### config.mk
export PLATFORM = sky130hd
export DESIGN_NAME = multi_countdown_timer
export DESIGN_NICKNAME = d
export VERILOG_FILES = /design/src/rtl/timer_pkg.sv /design/src/rtl/timer_channel.sv /design/src/rtl/multi_countdown_timer.sv
export SDC_FILE = /design/constraint.sdc
export NUM_CORES = 1
export LEC_CHECK = 0
export BUFFER_PORTS_ARGS = -buffer_cell sky130_fd_sc_hd__buf_4
export CAP_MARGIN = 20
export CORE_MARGIN = 4
export CORE_UTILIZATION = 54
export DETAILED_ROUTE_END_ITERATION = 12
export GPL_TIMING_DRIVEN = 0
export HOLD_SLACK_MARGIN = 0.08
export PLACE_DENSITY = 0.74
export SYNTH_ARGS = -nofsm -noshare
export SYNTH_HDL_FRONTEND = slang
export SYNTH_SLANG_ARGS = --single-unit
### constraint.sdc
create_clock -name clk -period 2.45 [get_ports clk]
set_input_delay 0.49 -clock clk [delete_from_list [all_inputs] [get_ports clk]]
set_output_delay 0.49 -clock clk [all_outputs]
set_load 0.05 [all_outputs]
### src/rtl/timer_pkg.sv
// Shared types for the multi-channel countdown timer.
package timer_pkg;

    typedef enum logic {
        ONESHOT  = 1'b0,
        PERIODIC = 1'b1
    } timer_mode_e;

endpackage

### src/rtl/timer_channel.sv
// One countdown channel: count/reload/mode state plus timeup, expire and sticky irq.
module timer_channel
    import timer_pkg::*;
#(
    parameter int unsigned N = 8
) (
    input  logic         clk,
    input  logic         reset,
    input  logic         tick,
    input  logic         en,
    input  logic         ld,
    input  logic [N-1:0] ld_value,
    input  logic         ld_mode,
    input  logic         irq_clr,
    output logic [N-1:0] count,
    output logic         timeup,
    output logic         expire,
    output logic         irq
);

    logic [N-1:0] count_q, count_d;
    logic [N-1:0] reload_q, reload_d;
    timer_mode_e  mode_q, mode_d;
    logic         timeup_q, timeup_d;
    logic         expire_q, expire_d;
    logic         irq_q, irq_d;

    always_comb begin
        count_d  = count_q;
        reload_d = reload_q;
        mode_d   = mode_q;
        timeup_d = timeup_q;
        expire_d = 1'b0;
        irq_d    = irq_q & ~irq_clr;

        if (ld) begin
            count_d  = ld_value;
            reload_d = ld_value;
            mode_d   = timer_mode_e'(ld_mode);
            timeup_d = (ld_value == '0);
        end else if (tick && en && (count_q > N'(1))) begin
            count_d  = count_q - N'(1);
            timeup_d = 1'b0;
        end else if (tick && en && (count_q == N'(1))) begin
            // Expiry sets irq after the clear term so a coincident clear loses.
            expire_d = 1'b1;
            irq_d    = 1'b1;
            if (mode_q == PERIODIC) begin
                count_d  = reload_q;
                timeup_d = (reload_q == '0);
            end else begin
                count_d  = '0;
                timeup_d = 1'b1;
            end
        end
    end

    always_ff @(posedge clk) begin
        if (reset) begin
            count_q  <= '0;
            reload_q <= '0;
            mode_q   <= ONESHOT;
            timeup_q <= 1'b0;
            expire_q <= 1'b0;
            irq_q    <= 1'b0;
        end else begin
            count_q  <= count_d;
            reload_q <= reload_d;
            mode_q   <= mode_d;
            timeup_q <= timeup_d;
            expire_q <= expire_d;
            irq_q    <= irq_d;
        end
    end

    assign count  = count_q;
    assign timeup = timeup_q;
    assign expire = expire_q;
    assign irq    = irq_q;

endmodule

### src/rtl/multi_countdown_timer.sv
// CH countdown channels sharing one programmable prescaler, with load decode and count readback.
module multi_countdown_timer
    import timer_pkg::*;
#(
    parameter int unsigned N          = 8,
    parameter int unsigned CH         = 4,
    parameter int unsigned PRESCALE_W = 8,
    localparam int unsigned SEL_W     = (CH > 1) ? $clog2(CH) : 1
) (
    input  logic                  clk,
    input  logic                  reset,
    input  logic [PRESCALE_W-1:0] presc_div,
    input  logic [CH-1:0]         enable,
    input  logic                  load,
    input  logic [SEL_W-1:0]      load_ch,
    input  logic [N-1:0]          load_value,
    input  logic                  load_mode,
    input  logic [CH-1:0]         irq_clr,
    input  logic [SEL_W-1:0]      rd_ch,
    output logic [N-1:0]          rd_count,
    output logic [CH-1:0]         timeup,
    output logic [CH-1:0]         expire,
    output logic [CH-1:0]         irq
);

    logic [PRESCALE_W-1:0] p_q, p_d;
    logic                  tick;
    logic [CH-1:0]         ld_sel;
    logic [CH-1:0][N-1:0]  count_all;

    // A shrunk presc_div below p lets p run on and wrap naturally.
    assign tick = (p_q == presc_div);

    always_comb begin
        p_d = tick ? '0 : p_q + PRESCALE_W'(1);
    end

    always_ff @(posedge clk) begin
        if (reset) p_q <= '0;
        else       p_q <= p_d;
    end

    for (genvar i = 0; i < CH; i++) begin : g_ch
        assign ld_sel[i] = load && (load_ch == SEL_W'(i));

        timer_channel #(.N(N)) u_channel (
            .clk      (clk),
            .reset    (reset),
            .tick     (tick),
            .en       (enable[i]),
            .ld       (ld_sel[i]),
            .ld_value (load_value),
            .ld_mode  (load_mode),
            .irq_clr  (irq_clr[i]),
            .count    (count_all[i]),
            .timeup   (timeup[i]),
            .expire   (expire[i]),
            .irq      (irq[i])
        );
    end

    always_comb begin
        rd_count = '0;
        for (int unsigned k = 0; k < CH; k++) begin
            if (rd_ch == SEL_W'(k)) rd_count = count_all[k];
        end
    end

endmodule

Word level (Yosys, flattened, before mapping) --
Index checks and enable logic that the tools add are counted.
Word-level totals: register bits after elaboration 88, bits in latches 0, RAM bits 0, memory bits (read-only) 0, input bits 32, output and inout bits 20, word-level logic and storage cells 137, memories 0
Operators by class: $add $sub $neg 5, multipliers 0, div/mod/pow operators 0, $lt $le $gt $ge 4, equal/unequal tests 11, shift-type cells 0, muxes and demuxes 52, bitwise operators 8, reduce and logical (&&, ||, !) cells 32
Operator list (number):
- $mux 8 | 20
- $logic_not 8->1 | 5
- $eq 8x1->1 const B | 4
- $gt 8x1->1 const B | 4
- $mux 1 | 32
- $sub 8x1->8 const B | 4
- $logic_and 1x1->1 | 16
- $reduce_bool 3->1 | 4
- $reduce_or 3->1 | 4
- $add 8x1->8 const B | 1
- $eq 2x2->1 const B | 4
- $eq 8x8->1 | 1
- $and 1x1->1 | 4
- $eq 2x1->1 const B | 2
- $logic_not 2->1 | 2
- $not 1->1 | 4
- $reduce_or 2->1 | 1

Depth between registers and ports, before layout --
Gate-level depths: netlist of the first run.
depth after elaboration 6, gate-level depth with buffers 10, gate-level depth less buffers 8

Modules after synthesis --
A second synthesis of the first run with hierarchy kept.
Unflattened totals: cells, all modules 616, area, all modules 5288.8 sq um
By module, submodules not included:
- timer_channel | times used 4, cells each 139, area an instance 1151.1 sq um, sequential area each 400.4 sq um
- multi_countdown_timer | times used 1, cells each 60, area an instance 684.4 sq um, sequential area each 160.2 sq um

Worst setup path after synthesis of the first run --
No wires, ideal clock.
path type input to register, start in presc_div[7], end reg g_ch[2].u_channel.irq_q, library setup time 70 ps, arrival 2234 ps, required time 2380 ps, path slack 145 ps, stages on the path 7, buffers on the path 1, cells stage by stage xor2_1 -> or4_1 -> nor2_1 -> buf_2 -> nand2_1 -> or3_1 -> a21oi_1
Between the ends: word-level cells in the longest chain between the ends 6, elaborated cells between the ends (all ways) 7, classes of those cells 1 x eq/ne; 3 x mux; 3 x reduce/logical
RTL lines:
- from (decl) | line multi_countdown_timer.sv:12 | input logic [PRESCALE_W-1:0] presc_div,
- $eq 8x8->1 (*) | line multi_countdown_timer.sv:32 | assign tick = (p_q == presc_div);
- $logic_and 1x1->1 (*) | line timer_channel.sv:41, timer_channel.sv:44
- $logic_and 1x1->1 | line timer_channel.sv:44 | end else if (tick && en && (count_q == N'(1))) begin
- $mux 1 | line timer_channel.sv:44
- $mux 1 (*) | line timer_channel.sv:41 | end else if (tick && en && (count_q > N'(1))) begin
- $mux 1 (*) | line timer_channel.sv:36 | if (ld) begin
- to (signal assigned) | line timer_channel.sv:72 | irq_q <= irq_d;
- to (decl) | line timer_channel.sv:26 | logic irq_q, irq_d;
Mark *: on every way between the ends. The rest lies on a longest branch, timed or not. A chain may end at the register's enable or synchronous reset.

Worst setup path in the final report of the first run --
start reg g_ch[1].u_channel.count_q[3], end reg g_ch[1].u_channel.count_q[6]
Between the ends: word-level cells in the longest chain between the ends 4, elaborated cells between the ends (all ways) 8, classes of those cells 1 x add/sub; 1 x order compare; 1 x eq/ne; 2 x mux; 3 x reduce/logical
RTL lines:
- from (decl) | line timer_channel.sv:21 | logic [N-1:0] count_q, count_d;
- from (signal assigned) | line timer_channel.sv:67 | count_q <= count_d;
- $gt 8x1->1 | line timer_channel.sv:41
- $logic_and 1x1->1 | line timer_channel.sv:41
- $mux 8 | line timer_channel.sv:41
- $mux 8 | line timer_channel.sv:36
Several ways; a longest one is shown, not always the timed one.

==> metrics, run 1 <==
Final nets 735; worst min path class in -> reg; Sw Share 0.3087; Gate power share 0.197; largest net degree at the start of global routing 15; clock-pin slew on the worst setup and hold paths 90 ps; Iteration-0 DRC Markers 466; CP required ~2800 ps; crit path DAT 2720 ps; I/O Buffers 43; FMAX 414.3 MHz; GRT Util Overall 0.2969; Antenna Cells 0; residual DRC count 0; drt wl/cell 20.63 um; Layout area overhead 17.12%; kind of critical path reg -> reg; Syn Area/Cell 7.894 um2; Max-Slew Margin vs Limit 0.4249; part of the power in registers 0.480; Crit Path Max Fanout 9; Hold WS 386.7 ps; top post-synthesis cells by area dfxtp_1 (35%), nand2_1 (8.0%), a21oi_1 (5.6%); leak pwr around 2.2 nW; area leader, netlist dfxtp_1; placed cell count 785; yosys warns 0; Clock power frac 0.323; crit-path cells or4_4 > or4_1 > buf_4 > and4_4 > buf_6 > nand3b_1 > o211ai_1 > a31o_1; first-pass GRT wire length 25.94 mm; Clock Path Buffers 2; Fin Setup TNS 0 ps; Worst path max stage delay 560 ps; layout cell share with drive strength beyond 1 0.1760; core area roughly 9000 um2; GP Congestion ~0.93; Detailed Routing Iterations Pass 1 7; combinational family with the most area after synthesis simple AND/OR/NAND/NOR gates; Via density 6.566; vias in the first global route 4940; Clk Latency, worst-skew pair 370 ps; Die Wd 104.3 um; Compound-Gate Fraction of Synth Area 0.1808; cts bufs inserted 9; top-area cell type share of the netlist area 0.3520; Max stage delay cell, worst path or4_4; net switching power figure between 0.9 and 1 mW; VDD IR max 0.0002882 V; gr ovfl total 0; Non-Filler Instances 807; synthesized area approximately 5000 um2; element type at the critical path end flop; Post-DP HPWL 11.41 mm; Seq/Total Area, Yosys 0.3520; DR vias 5299; Hold Path Origin irq_clr[1]; IO Pins 52; post-synth cell types 55; Post-synth EDFFs 0; fin. max-slew vios 0; xor/xnor share of the synthesized area 0.05950; die area ~11000 um2; CTS Sinks 88; status finished clean; Fin. Hold Viols 0; Tmin final between 2000 and 2500 ps; CTS HTree Levels 3; Cells after Synth 634; Starting Density 0.5656; Slew @ Worst Pin between 800 and 900 ps; FP Rows 34; Critical R2R Launch g_ch[1].u_channel.count[3]$_SDFFE_PP0P_; #FFs+latches synth 88; Routed Antenna Nets 0; Final period util 0.9852; Synth Area in Adders 0.02250; mux contribution to synthesized area 0.04225; Synth Flop Type dfxtp_1; # fillers 760; internal power 2.219 mW; clock root cell clkbuf_8; startpoint types flop; ys async rst share 0; die height 104.3 um; Max-Cap Viols 0; Syn Nets ~680; power density cells approximately 550 nW/um2; CP Launch Point g_ch[1].u_channel.count[3]$_SDFFE_PP0P_; CTS tree built; Post-Synth Simple-Gate Area 0.2828; WL final ~17 mm; Worst Clk Skew 15.05 ps; Final setup viols 0; initial antenna violation count 0
## worst max-delay path, delay by kind of cell, from the launching register on
| family | cells | cell delay, ps |
|---|---|---|
| AOI/OAI and AO/OA | 2 | 290 |
| and+or+nand+nor | 4 | 1400 |
| buffers and inverters | 2 | 300 |
| DFF | 1 | 370 |
## through the flow
step	utilization	power (mW)	setup WS (ps)	area, um2
floorplan	-	1.950	145.1	5005
global placement	0.6174	2.121	-629.2	5463
detailed placement	0.6174	2.135	-679.1	5463
CTS	0.6493	3.170	12.47	5746
global route	0.6625	3.331	-59.00	5862
finish	0.6625	3.209	36.33	5862
## synthesized netlist by cell type (all sizes together) (2+ instances only)
cell,number
nor2,65
nand2,106
a31o,3
a211oi,9
nand4,7
nor3,17
xor2,24
o211ai,2
mux4,8
dfxtp,88
inv,9
ha,9
nand2b,6
mux2i,2
nand3b,10
xnor2,10
a31oi,16
and3,6
clkbuf,34
or3,4
a311o,2
and4,2
a311oi,13
buf,21
or2,2
a21o,2
a221oi,6
or4,14
o22ai,4
o31ai,4
nand3,26
nor3b,6
o21ai,7
nor4,15
o41ai,7
a21oi,56
## final cells by class
type	count	area, um2	area share
Clock inverter	5	56.30	0.009605
Inverter	9	33.78	0.005763
Multi-Input combinational cell	482	3065	0.5229
Timing Repair Buffer	50	375.4	0.06403
Clock buffer	11	141.4	0.02412
Buffer	54	277.8	0.04739
Tap cell	108	135.1	0.02305
Sequential cell	88	1777	0.3031
## cell families after synthesis
logic type / count (synthesis)
AOI/OAI and AO/OA: 137
adders and majority gates: 9
buffers and inverters: 64
DFF: 88
muxes: 11
xor gates and xnor gates: 34
and+or+nand+nor: 291
## metal layers
layer  global-route usage  vias up  wire (um)
li1                     -     2402          -
met1               0.3808     2465       6521
met2               0.4700      350       7583
met3              0.05897       82       1620
met4               0.1576        0        922
met5                    0        -          0
## path summary, 6_finish.rpt
path / end / slack, ps / cells after the start
hold reg to reg: g_ch[3].u_channel.timeup$_SDFFE_PP0P_ / 460 / 2
setup reg to reg: g_ch[1].u_channel.count[6]$_SDFFE_PP0P_ / 40 / 8
hold / removal: g_ch[1].u_channel.irq$_SDFF_PP0_ / 390 / 3
setup / recovery: g_ch[1].u_channel.count[6]$_SDFFE_PP0P_ / 40 / 8
## repair_timing
action                     4_1_cts  5_1_grt
pin swaps                        0       13
setup buffers                    0        6
hold endpoints to repair         0        0
hold buffers                     0        0
resized for setup               17       23
setup endpoints to repair       38       31
## power groups by stage
stage / clock, mW / sequential, mW / combinational [mW]
final: 1.04 / 1.54 / 0.631
after global placement: 0 / 1.57 / 0.552
after floorplan: 0 / 1.55 / 0.402
after CTS: 1.04 / 1.54 / 0.589
after global routing: 1.10 / 1.55 / 0.680
after detailed placement: 0 / 1.57 / 0.565
## cells in the final DEF, fill, tap and decap left out, types with 7 or more instances in the layout
| master | n |
|---|---|
| xor2_1 | 24 |
| xnor2_1 | 10 |
| nor2_1 | 60 |
| nor4_1 | 13 |
| nand3_1 | 26 |
| or4_1 | 7 |
| mux4_2 | 8 |
| nand2_1 | 106 |
| clkbuf_8 | 10 |
| inv_1 | 9 |
| dfxtp_1 | 82 |
| or4_4 | 7 |
| clkbuf_1 | 35 |
| nor3_1 | 15 |
| a21oi_1 | 56 |
| a311oi_1 | 12 |
| nand3b_1 | 10 |
| a211oi_1 | 9 |
| buf_4 | 64 |
| a31oi_1 | 15 |
| nand4_1 | 7 |
| ha_1 | 9 |
## flip-flops by register name, summed over array words and instances, names as in the netlist
register and count:
g_ch.u_channel.count 32, g_ch.u_channel.expire 4, g_ch.u_channel.irq 4, g_ch.u_channel.mode_q 4, g_ch.u_channel.reload_q 32, g_ch.u_channel.timeup 4, p_q 8
No activity file was read; power rests on OpenSTA's default activity.
==> run 2, diff against run 1 <==
- ABC_AREA: default -> 1
- SYNTH_HIERARCHICAL: default -> 1
==> run 2 against run 1 <==
Core utilization fell by 2.6 points. Critical path depth rose by 7. First-iteration DRC count increased by 7.7%. Via count up 10%. Count of clock-buffer cells in the layout is 1 higher. Fmax rose by 7.3%. Total power down 0.89%. Design area increased by 7.1%. Clock skew fell by 4.5 ps. Clock power decreased by 4%. Cell count is 30% higher. Highest routed layer unchanged.
==> metrics, run 2 <==
area leader, netlist dfxtp_1; yosys warns 6 (+6); hold_buf cts 0 (unchanged); FMAX 444.5 MHz (+7.3%); Post-synth top cells nand2_1 (181), inv_1 (119), o21ai_0 (92); clock-pin slew on the worst setup and hold paths 90 ps (about the same); FP Rows 36 (+5.9%); post-synth cell types 29 (-47%); layout cell share with drive strength beyond 1 0.1354 (-0.04059); CTS Sinks 88 (unchanged); Syn Area/Cell 6.521 um2 (-17%); I/O Buffers 51 (+19%); first-pass GRT wire length 25.71 mm (-0.88%); Final nets 953 (+30%); post-CTS setup buffers 0 (unchanged); Final setup viols 0 (unchanged); Final Cell Area 6280 um2 (+7.1%); Slew @ Worst Pin 513.3 ps (-349.4 ps); gr ovfl total 0 (unchanged); Hold WS 315.0 ps (-71.73 ps); post-layout util 0.6366 (-0.02587); cts bufs inserted 9 (unchanged); top post-synthesis cells by area dfxtp_1 (32%), nand2_1 (12%), o21ai_0 (8.3%); synthesized area 5543 um2 (+11%); Via density 5.581 (-15%); Antenna Cells 0 (unchanged); # fillers 906 (+19%); Iteration-0 DRC Markers 502 (+7.7%); Routed Antenna Nets 0 (unchanged); VDD IR max 0.0002928 V (+1.6%); GRT Util Overall 0.2743 (-0.02262); Max-Slew Margin vs Limit 0.6552 (+0.2303); residual DRC count 0 (unchanged); Syn Nets 891 (+32%); Clock Path Buffers 2 (unchanged); clock root cell clkbuf_8; Tmin final 2250 ps (-164.0 ps); worst min path class in -> reg; Layout area overhead 13.30%; status finished clean; IO Pins 52 (unchanged); most frequent cells in the layout nand2_1 (181), inv_1 (119), o21ai_0 (92), nand3_1 (89), dfxtp_1 (88); Fin Setup TNS 0 ps (unchanged); commonest non-fill, non-tap cell in the layout nand2_1; DR vias 5854 (+10%); Worst Clk Skew 10.55 ps (-4.491 ps); Final period util 0.9183 (-0.06692); die height 109.3 um (+4.8%); Post-synth EDFFs 0 (unchanged); Fin. Hold Viols 0 (unchanged); drt wl/cell 15.32 um (-26%); power density cells 506.5 nW/um2 (-7.5%); Post-DP HPWL 11.78 mm (+3.2%); Crit Path Max Fanout 10 (+1); CP required 2740 ps (-20 ps); CTS HTree Levels 3 (unchanged); #FFs+latches synth 88 (unchanged); element type at the critical path end flop; Seq/Total Area, Yosys 0.3178 (-0.03417); RSZ-0062 raised after global routing no; Max-Cap Viols 0 (unchanged); core area 9864 um2 (+11%); fin. max-slew vios 0 (unchanged); Clk Latency, worst-skew pair 360 ps (about the same); Cells after Synth 850 (+34%); vias in the first global route 5293 (+7.1%); most common cell in the synthesized netlist nand2_1; top-area cell type share of the netlist area 0.3178 (-0.03417); WL final 16.07 mm (-3.5%); Starting Density 0.5619 (-0.003713); initial antenna violation count 0 (unchanged); largest net degree at the start of global routing 14 (-1); GP Congestion 0.9050 (-2.4%); Detailed Routing Iterations Pass 1 6 (-1); Synth Flop Type dfxtp_1; die area 11950 um2 (+9.9%); ys async rst share 0 (unchanged); Die Wd 109.3 um (+4.8%); kind of critical path reg -> reg; crit path DAT 2540 ps (-180 ps); DP Area 6092 um2 (+12%); leak pwr 2.808 nW (+28%); CTS tree built; startpoint types flop; post-CTS resize count 0 (-17)
## run 2: cell types whose count changed in the layout (fill, tap and decap cells not counted), moves of 13 or more
cell | before | now
nor4_1 | 13 | 0
nand2_1 | 106 | 181
o21a_1 | 1 | 20
nand3_1 | 26 | 89
buf_4 | 64 | 51
clkbuf_1 | 35 | 14
xor2_1 | 24 | 11
nand4_1 | 7 | 24
o21ai_0 | 0 | 92
a31oi_1 | 15 | 0
inv_1 | 9 | 119
## run 2: final cells by class
class                      count  area, um2  area share
tap                          133      166.4     0.02650
timing repair buffer          51      382.9     0.06097
clock inverter                 3      42.54    0.006774
inverter                     132      495.5     0.07890
sequential                    88       1762      0.2805
buffer                        21      115.1     0.01833
clock buffer                  12      145.1     0.02311
multi-input combinational    609       3171      0.5049
## run 2: path summary, 6_finish.rpt
| check | startpoint | end | slack [ps] | cells after the start |
|---|---|---|---|---|
| min reg2reg | g_ch[0].u_channel/reload_q[7]$_SDFFE_PP0P_ | g_ch[0].u_channel/reload_q[7]$_SDFFE_PP0P_ | 480 | 2 |
| max reg2reg | p_q[5]$_SDFF_PP0_ | g_ch[2].u_channel/count[7]$_SDFFE_PP0P_ | 200 | 15 |
| min | irq_clr[2] | g_ch[2].u_channel/irq$_SDFF_PP0_ | 310 | 2 |
| max | p_q[5]$_SDFF_PP0_ | g_ch[2].u_channel/count[7]$_SDFFE_PP0P_ | 200 | 15 |
## run 2: kinds of logic (layout without fill, tap and decap cells)
group / count (synthesis) / count (layout) / share of synthesized area
mux: 4 / 4 / 0.007224
flops: 88 / 88 / 0.3178
xor+xnor: 20 / 20 / 0.03160
fa+ha+maj: 9 / 9 / 0.02032
simple gates: 404 / 404 / 0.3359
compound gates: 172 / 172 / 0.1770
buf+inv: 153 / 219 / 0.1102
## run 2: where the power goes
part | leakage (nW) | total, mW | switching [mW] | internal, mW
clock | 0.0925 | 1.00 | 0.510 | 0.494
combinational | 2.00 | 0.638 | 0.417 | 0.222
sequential | 0.716 | 1.54 | 0.0552 | 1.48
total | 2.81 | 3.18 | 0.982 | 2.20
## run 2: metal layers
layer / track usage / up-vias / share of wire
met5: 0 / - / 0
met4: 0.08727 / 0 / 0.027
met3: 0.03758 / 36 / 0.076
met2: 0.4579 / 238 / 0.46
met1: 0.3680 / 2701 / 0.43
li1: - / 2879 / -
## run 2: critical path, cell delays in order, from the launching register on
cell and delay, ps:
dfxtp_1 330, inv_1 130, nand2_1 80, nand2_1 60, nand2_1 50, nor2_1 150
nand2_2 100, inv_1 240, nand2_1 110, inv_1 160, nand3_2 220, inv_1 210
nand2_1 100, nand2_1 60, nand2_1 50, a21oi_1 130
## run 2: metrics by stage
stage,worst slack (ps),std cells,power (mW)
5_1_grt,59.67,1049,3.322
3_3_place_gp,153.7,1034,2.174
4_1_cts,270.1,1049,3.184
2_1_floorplan,602.1,850,2.000
3_5_place_dp,81.74,1034,2.195
6_report,200.3,1049,3.181
